**src/rtl/mem_pkg.sv**
```systemverilog
// Shared data-memory definitions used by the load path (and the store path).
// Holds the load op codes, the RAM word-index width, the S1 pipeline record
// and the alignment check used to suppress RAM reads for misaligned loads.
package mem_pkg;

  localparam int RAM_IDX_W = 10;

  localparam logic [2:0] LD_W  = 3'd0;
  localparam logic [2:0] LD_H  = 3'd1;
  localparam logic [2:0] LD_HU = 3'd2;
  localparam logic [2:0] LD_B  = 3'd3;
  localparam logic [2:0] LD_BU = 3'd4;

  // Load in flight between issue and align.
  typedef struct packed {
    logic [2:0]  op;
    logic [1:0]  off;
    logic [31:0] pc;
    logic        mis;
  } ld_s1_t;

  // Reserved codes have no alignment requirement.
  function automatic logic ld_misaligned(input logic [2:0] op, input logic [1:0] off);
    logic mis;
    case (op)
      LD_W:        mis = (off != 2'b00);
      LD_H, LD_HU: mis = off[0];
      default:     mis = 1'b0;
    endcase
    return mis;
  endfunction

endpackage

```
**src/rtl/load_align.sv**
```systemverilog
// Combinational load aligner: picks the addressed byte/halfword out of a
// little-endian 32-bit word and sign/zero-extends it.
// Ports:
//   word_i  - full RAM word
//   op_i    - load op code (LD_*); reserved codes pass the raw word
//   off_i   - byte offset within the word (addr[1:0])
//   data_o  - extended load result
module load_align
  import mem_pkg::*;
(
  input  logic [31:0] word_i,
  input  logic [2:0]  op_i,
  input  logic [1:0]  off_i,
  output logic [31:0] data_o
);

  logic [15:0] half_sel;
  logic [7:0]  byte_sel;

  always_comb begin
    half_sel = off_i[1] ? word_i[31:16] : word_i[15:0];
    case (off_i)
      2'd0:    byte_sel = word_i[7:0];
      2'd1:    byte_sel = word_i[15:8];
      2'd2:    byte_sel = word_i[23:16];
      default: byte_sel = word_i[31:24];
    endcase

    case (op_i)
      LD_H:    data_o = {{16{half_sel[15]}}, half_sel};
      LD_HU:   data_o = {16'h0000, half_sel};
      LD_B:    data_o = {{24{byte_sel[7]}}, byte_sel};
      LD_BU:   data_o = {24'h000000, byte_sel};
      default: data_o = word_i;
    endcase
  end

endmodule

```
**src/rtl/dm_load_unit.sv**
```systemverilog
// Data-memory load unit. Accepts lw/lh/lhu/lb/lbu requests, drives a
// synchronous-read word RAM, aligns/extends the result and returns it on a
// valid/ready response channel. Two stages: S1 (issue, RAM read in flight)
// and S2 (response register). Full throughput; a one-word buffer catches RAM
// data when S1 stalls, since the RAM output is only valid for one cycle.
// Ports:
//   clk, reset            - clock, synchronous active-high reset
//   req_valid/req_ready   - request handshake; req_op, req_addr, req_pc payload
//   ram_en, ram_addr      - RAM read port (ram_en suppressed for misaligned loads)
//   ram_rdata             - RAM data, valid the cycle after ram_en
//   rsp_valid/rsp_ready   - response handshake
//   rsp_data, rsp_misalign, rsp_pc - response payload
// Build option: LOAD_TRACE_EN prints each completed load (simulation trace).
module dm_load_unit
  import mem_pkg::*;
#(
  parameter int ADDR_W = RAM_IDX_W,
  parameter int DATA_W = 32
) (
  input  logic              clk,
  input  logic              reset,
  input  logic              req_valid,
  output logic              req_ready,
  input  logic [2:0]        req_op,
  input  logic [31:0]       req_addr,
  input  logic [31:0]       req_pc,
  output logic              ram_en,
  output logic [ADDR_W-1:0] ram_addr,
  input  logic [DATA_W-1:0] ram_rdata,
  output logic              rsp_valid,
  input  logic              rsp_ready,
  output logic [DATA_W-1:0] rsp_data,
  output logic              rsp_misalign,
  output logic [31:0]       rsp_pc
);

  logic              s1_valid_q, s1_valid_d;
  ld_s1_t            s1_q, s1_d;
  logic              buf_valid_q, buf_valid_d;
  logic [DATA_W-1:0] buf_q, buf_d;
  logic              rsp_valid_q, rsp_valid_d;
  logic [DATA_W-1:0] rsp_data_q, rsp_data_d;
  logic              rsp_mis_q, rsp_mis_d;
  logic [31:0]       rsp_pc_q, rsp_pc_d;

  logic              s2_adv;
  logic              accept;
  logic              req_mis;
  logic [DATA_W-1:0] s1_word;
  logic [31:0]       s1_aligned;

  assign s2_adv    = !rsp_valid_q || rsp_ready;
  assign req_ready = !s1_valid_q || s2_adv;
  assign accept    = req_valid && req_ready;
  assign req_mis   = ld_misaligned(req_op, req_addr[1:0]);
  assign ram_en    = accept && !req_mis;
  assign ram_addr  = req_addr[ADDR_W+1:2];

  // Once S1 has stalled, the RAM output is stale; use the captured copy.
  assign s1_word = buf_valid_q ? buf_q : ram_rdata;

  load_align u_align (
    .word_i (s1_word),
    .op_i   (s1_q.op),
    .off_i  (s1_q.off),
    .data_o (s1_aligned)
  );

  always_comb begin
    s1_valid_d  = s1_valid_q;
    s1_d        = s1_q;
    buf_valid_d = buf_valid_q;
    buf_d       = buf_q;
    rsp_valid_d = rsp_valid_q;
    rsp_data_d  = rsp_data_q;
    rsp_mis_d   = rsp_mis_q;
    rsp_pc_d    = rsp_pc_q;

    if (s2_adv) begin
      rsp_valid_d = s1_valid_q;
      if (s1_valid_q) begin
        rsp_data_d = s1_q.mis ? '0 : s1_aligned;
        rsp_mis_d  = s1_q.mis;
        rsp_pc_d   = s1_q.pc;
      end
    end

    if (s1_valid_q && !s2_adv && !buf_valid_q) begin
      buf_valid_d = 1'b1;
      buf_d       = ram_rdata;
    end else if (s1_valid_q && s2_adv) begin
      buf_valid_d = 1'b0;
    end

    if (req_ready) begin
      s1_valid_d = accept;
      if (accept) begin
        s1_d = '{op: req_op, off: req_addr[1:0], pc: req_pc, mis: req_mis};
      end
    end
  end

  always_ff @(posedge clk) begin
    if (reset) begin
      s1_valid_q  <= 1'b0;
      buf_valid_q <= 1'b0;
      rsp_valid_q <= 1'b0;
      rsp_data_q  <= '0;
      rsp_mis_q   <= 1'b0;
      rsp_pc_q    <= '0;
    end else begin
      s1_valid_q  <= s1_valid_d;
      buf_valid_q <= buf_valid_d;
      rsp_valid_q <= rsp_valid_d;
      rsp_data_q  <= rsp_data_d;
      rsp_mis_q   <= rsp_mis_d;
      rsp_pc_q    <= rsp_pc_d;
    end
  end

  // Payload registers are qualified by the valid bits and need no reset.
  always_ff @(posedge clk) begin
    s1_q  <= s1_d;
    buf_q <= buf_d;
  end

  assign rsp_valid    = rsp_valid_q;
  assign rsp_data     = rsp_data_q;
  assign rsp_misalign = rsp_mis_q;
  assign rsp_pc       = rsp_pc_q;

`ifdef LOAD_TRACE_EN
  logic [31:0] s1_waddr_q, rsp_waddr_q;

  always_ff @(posedge clk) begin
    if (accept) s1_waddr_q <= {req_addr[31:2], 2'b00};
    if (s2_adv && s1_valid_q) rsp_waddr_q <= s1_waddr_q;
    if (!reset && rsp_valid_q && rsp_ready)
      $display("%d@%h: $? <= *%h = %h", $time, rsp_pc_q, rsp_waddr_q, rsp_data_q);
  end
`else
  logic unused_addr_hi;
  assign unused_addr_hi = ^req_addr[31:ADDR_W+2];
`endif

endmodule

```
**config.mk**
```make
export PLATFORM = sky130hd
export DESIGN_NAME = dm_load_unit
export DESIGN_NICKNAME = d
export VERILOG_FILES = /design/src/rtl/mem_pkg.sv /design/src/rtl/load_align.sv /design/src/rtl/dm_load_unit.sv
export SDC_FILE = /design/constraint.sdc
export NUM_CORES = 1
export LEC_CHECK = 0
export ABC_AREA = 0
export ABC_CLOCK_PERIOD_IN_PS = 8000
export BUFFER_PORTS_ARGS = -buffer_cell sky130_fd_sc_hd__buf_4
export CAP_MARGIN = 20
export CELL_PAD_IN_SITES_DETAIL_PLACEMENT = 2
export CELL_PAD_IN_SITES_GLOBAL_PLACEMENT = 2
export CORE_MARGIN = 4
export CORE_UTILIZATION = 34
export CTS_CLUSTER_DIAMETER = 200
export CTS_CLUSTER_SIZE = 14
export DETAILED_ROUTE_END_ITERATION = 7
export PLACE_DENSITY_LB_ADDON = 0.15
export SYNTH_ARGS = -nofsm -noshare
export SYNTH_HDL_FRONTEND = slang
export SYNTH_SLANG_ARGS = --single-unit
```
**constraint.sdc**
```tcl
create_clock -name clk -period 8 [get_ports clk]
set_input_delay 0.4 -clock clk [delete_from_list [all_inputs] [get_ports clk]]
set_output_delay 0.4 -clock clk [all_outputs]
set_load 0.01 [all_outputs]
```
# Word-level counts from Yosys, hierarchy flattened
# Index checks and enable logic that the tools add are counted.
# totals
regBits	138
in_bits	103
out_inout_bits	78
elab_cells	46
# op_classes
n_eq_ne	8
mux	8
n_reduce_logical	19
# op_table
cell	n
32-bit one-hot mux with 4 select lines	1
32-bit two-way mux	2
8-bit one-hot mux with 3 select lines	1
16-bit two-way mux	1
3-bit by 2-bit == test with 1-bit output, second input constant	3
3-bit by 1-bit == test with 1-bit output, second input constant	2
1-bit logical AND	5
1-bit zero test	5
2-bit AND reduction	2
2-bit nonzero test	2
3-bit == test, second input constant	1
3-bit zero test	1
2-bit by 1-bit == test with 1-bit output, second input constant	1
2-bit == test, second input constant	1
2-bit zero test	1
1-bit logical OR	2
1-bit two-way mux	2
1-bit one-hot mux with 2 select lines	1
2-bit OR reduction	1

# Longest topological paths before layout
# logic_depth
word_depth	6
mapped_depth	8
mapped_depth_nobuf	5

# By module
# Synthesis repeated with hierarchy kept, for this count alone.
# unflattened
cells_unflattened	585
area_unflattened_um2	6760.2
# by_module_without_submodules
module	instances	cells_per_inst	area_each_um2	seq_area_each_um2
dm_load_unit	1	434	5619.1	3463.3
load_align	1	151	1141.1	0.0

# Worst setup path after synthesis
# OpenSTA, ideal clock, no wires.
# synth_timing
path_kind	reg-to-reg
startpoint	register buf_valid_q
endpoint	register buf_q[0] (enable)
setup_ns	0.421
arrival_ns	2.256
t_required_ns	7.579
slack_ns	5.323
stages_incl_launch_ff	5
path_buffers	3
period_less_slack_ns	2.677
cell_sequence	dfxtp_1 buf_6 buf_2 clkbuf_1 nor2_1
# synth_via
elab_chain_len	2
# synth_rtl
element	line	rtl
from (decl)	dm_load_unit.sv:39	logic buf_valid_q, buf_valid_d;
from (signal assigned)	dm_load_unit.sv:113	buf_valid_q <= buf_valid_d;
1-bit zero test	dm_load_unit.sv:88	if (s1_valid_q && !s2_adv && !buf_valid_q) begin
1-bit logical AND	dm_load_unit.sv:88	
to (signal assigned)	dm_load_unit.sv:124	buf_q <= buf_d;
to (decl)	dm_load_unit.sv:40	logic [DATA_W-1:0] buf_q, buf_d;
# No other way between the ends.
# A chain may end at the register's enable or synchronous reset.

# Final worst setup path
# layout_timing
startpoint	register buf_valid_q
endpoint	register rsp_data_q[25] (netlist: rsp_data[25])
# layout_via
elab_chain_len	4
elab_cells_between_ends	5
cone_classes	5 x mux
# layout_rtl
element	line	rtl
32-bit two-way mux (*)	dm_load_unit.sv:60	assign s1_word = buf_valid_q ? buf_q : ram_rdata;
8-bit one-hot mux with 3 select lines / 16-bit two-way mux (equally long branches)	load_align.sv:22, load_align.sv:21	
32-bit one-hot mux with 4 select lines (*)	load_align.sv:29	case (op_i)
32-bit two-way mux (*)	dm_load_unit.sv:82	rsp_data_d = s1_q.mis ? '0 : s1_aligned;
to (signal assigned)	dm_load_unit.sv:115	rsp_data_q <= rsp_data_d;
to (decl)	dm_load_unit.sv:42	logic [DATA_W-1:0] rsp_data_q, rsp_data_d;
# Mark *: on every way between the ends. The rest lies on a longest branch, timed or not.

==> run summary <==
Status: completed
Largest net degree at the start of global routing: 48
Reg-to-reg slack, setup: 5240 ps
Setup crit end kind: flip-flop
Synth Register Bits: 138
Max IR drop VDD: 0.144 mV
Min-delay worst type: input port to flip-flop
# clock sinks: 138
Setup crit start kind: flip-flop
Initial DRT Pass Iterations: 4
Yosys cell types: 39
Initial Util: 34.8%
Worst Reg-to-Reg Cells: 5
Io pins: 181
Post-placement cell area: 6720 um2
# H-tree levels: 4
Worst setup margin: 5240 ps
Setup Crit Path Kind: flip-flop to flip-flop
Hpwl dp: 10900 um
Hold-fix buffers, CTS: 0
Core ar.: 15900 um2
RSZ-0062 raised after global routing: no
Critical path launch point: buf_valid_q
1st-iter DRT viols: 131
Port Buf Inserts: 140
Finished Layout Cells: 830
Yosys warning total: 0
Syn Nets: 577
GRT Overall Usage: 17.8%
Routed length per instance: 19.2 um
Seq/Total Area, Yosys: 62.5%
Initial antenna violation count: 0
Area Growth Syn to Fin: 31.8%
Final wirelength: 15900 um
CTS clk-pin slew, worst paths: 60 ps
Crit path capture: rsp_data[25]
Power per cell area: 235 nW/um2
Antenna Nets Post-Route: 0
Final Max Tran Viols: 0
Worst clock skew: 6.81 ps
Worst R2R Start: buf_valid_q
Final GP Congestion: 0.737
Leakage: 2.88 nW
Mapped cell area: 5540 um2
Worst Path Required: 8270 ps
Total power: 0.00172 W
Fin. Hold Viols: 0
Worst rel slew slack: 36.3%
Layout Cell Area excl Fill: 7300 um2
Crit share post-route: 34.5%
Worst Path Max Fanout: 47
Row cnt: 46
Die H: 136 um
Max Buffers Root-to-Sink: 2
Critical path data arrival time: 3030 ps
Aggregate negative setup slack: 0 ps
Number of gates resized after cts: 0
Post-CTS Setup Inserts: 0
Min Tclk post-route: 2760 ps
DIE AREA: 18400 um2
Achievable Freq: 362 MHz
Clock Latency Late Sink: 420 ps
Net count, final: 704
Final setup viols: 0
Cells after DPL: 798
Pre-CTS setup slack: 5180 ps
Vias in the first global route: 4668
CTS tree: built
Number of CTS-inserted buffers: 17
Max-Cap Viols: 0
First-pass GRT wire length: 25000 um
Synthesized instance count: 474
N_diodes: 0
Clock root buffer master: clkbuf_16
Slew of the pin with the lowest slew margin: 956 ps
Crit Reg-Reg Endpoint: rsp_data[25]
DR vias: 4121
Die X: 136 um
# DRC: 0
Layout cells sized above 1: 33.2%
DR vias/cell: 4.97
Post-Synthesis Mean Instance Area: 11.7 um2
Grt ovf: 0
synth_stat cells, drive strengths merged:
| library cell | n | area, um2 |
|---|---|---|
| a221o | 7 | 70.1 |
| o21a | 2 | 15.0 |
| nor2b | 11 | 68.8 |
| mux2i | 14 | 140 |
| buf | 17 | 121 |
| and2 | 16 | 100 |
| a21oi | 38 | 201 |
| nand2b | 4 | 25.0 |
| inv | 1 | 3.75 |
| nor3 | 3 | 15.0 |
| a21bo | 1 | 10.0 |
| mux2 | 12 | 139 |
| nand2 | 101 | 382 |
| a21o | 10 | 75.1 |
| a211oi | 7 | 52.6 |
| nor3b | 1 | 7.51 |
| dfxtp | 68 | 1360 |
| nand3 | 3 | 15.0 |
| o211ai | 1 | 7.51 |
| xnor2 | 2 | 17.5 |
| o21ai | 28 | 140 |
| xor2 | 1 | 8.76 |
| mux4 | 9 | 214 |
| nor2 | 13 | 48.8 |
| clkbuf | 21 | 78.8 |
| a221oi | 8 | 70.1 |
| o2bb2ai | 1 | 8.76 |
| edfxtp | 70 | 2100 |
| and3b | 1 | 8.76 |
| a31oi | 3 | 33.8 |
logic make-up after synthesis:
logic type	share of synthesized area [%]
simple gates	12.1
flops	62.5
compound gates	12.4
mux	8.90
xor+xnor	0.474
buf+inv	3.68
how the worst min path moves through the flow:
stage                       from      endpoint  cells after the start
CTS                   req_pc[10]      s1_q[11]                      1
floorplan                s1_q[1]     rsp_pc[0]                      2
detailed placement  rsp_data[12]  rsp_data[12]                      1
finish                req_pc[27]      s1_q[28]                      1
global route           req_pc[1]       s1_q[2]                      1
global placement    rsp_data[28]  rsp_data[28]                      2
final cells by class:
class	count	area, um2
timing repair buffer	146	1100
inverter	1	3.75
clock buffer	23	520
multi-input combinational	297	1890
clock inverter	9	58.8
fill	1636	8640
tap	216	270
sequential	138	3460
cells in the final DEF (no fill, tap or decap), types with 8 or more instances in the layout:
master	instances
dfxtp_1	67
a21oi_1	37
mux2i_1	14
nor2b_1	11
clkbuf_16	19
nand2_1	100
buf_4	146
and2_1	15
mux2_2	11
a221oi_1	8
a21o_1	10
o21ai_0	26
nor2_1	11
edfxtp_1	70
power by group:
group	total, W	switching, W	internal [W]
logic	0.000169	0.0000889	0.0000800
clock network	0.000757	0.000301	0.000456
registers	0.000793	0.0000181	0.000775
per-layer routing:
layer,track usage (%),wire [um],vias to the layer above
met5,0,0,-
met1,20.8,6540,2046
met4,5.60,208,0
li1,-,-,1945
met3,5.61,992,26
met2,31.1,8170,104
stage by stage:
stage	hold slack [ps]	util, %
floorplan	471	-
global placement	437	42.1
detailed placement	448	42.2
CTS	137	45.8
global route	133	45.8
finish	156	45.8
state kept, by name, summed over array words and instances, names as in the netlist:
register      flops
buf_q            32
buf_valid_q       1
s1_valid_q        1
rsp_misalign      1
rsp_valid         1
rsp_data         32
rsp_pc           32
s1_q             38
worst max-delay path: stages (launching register included):
cell,delay [ps]
dfxtp_2,350
buf_4,540
mux2_2,450
mux4_2,560
a31oi_4,500
o21ai_0,200
Power figures use the tool's default switching activity.
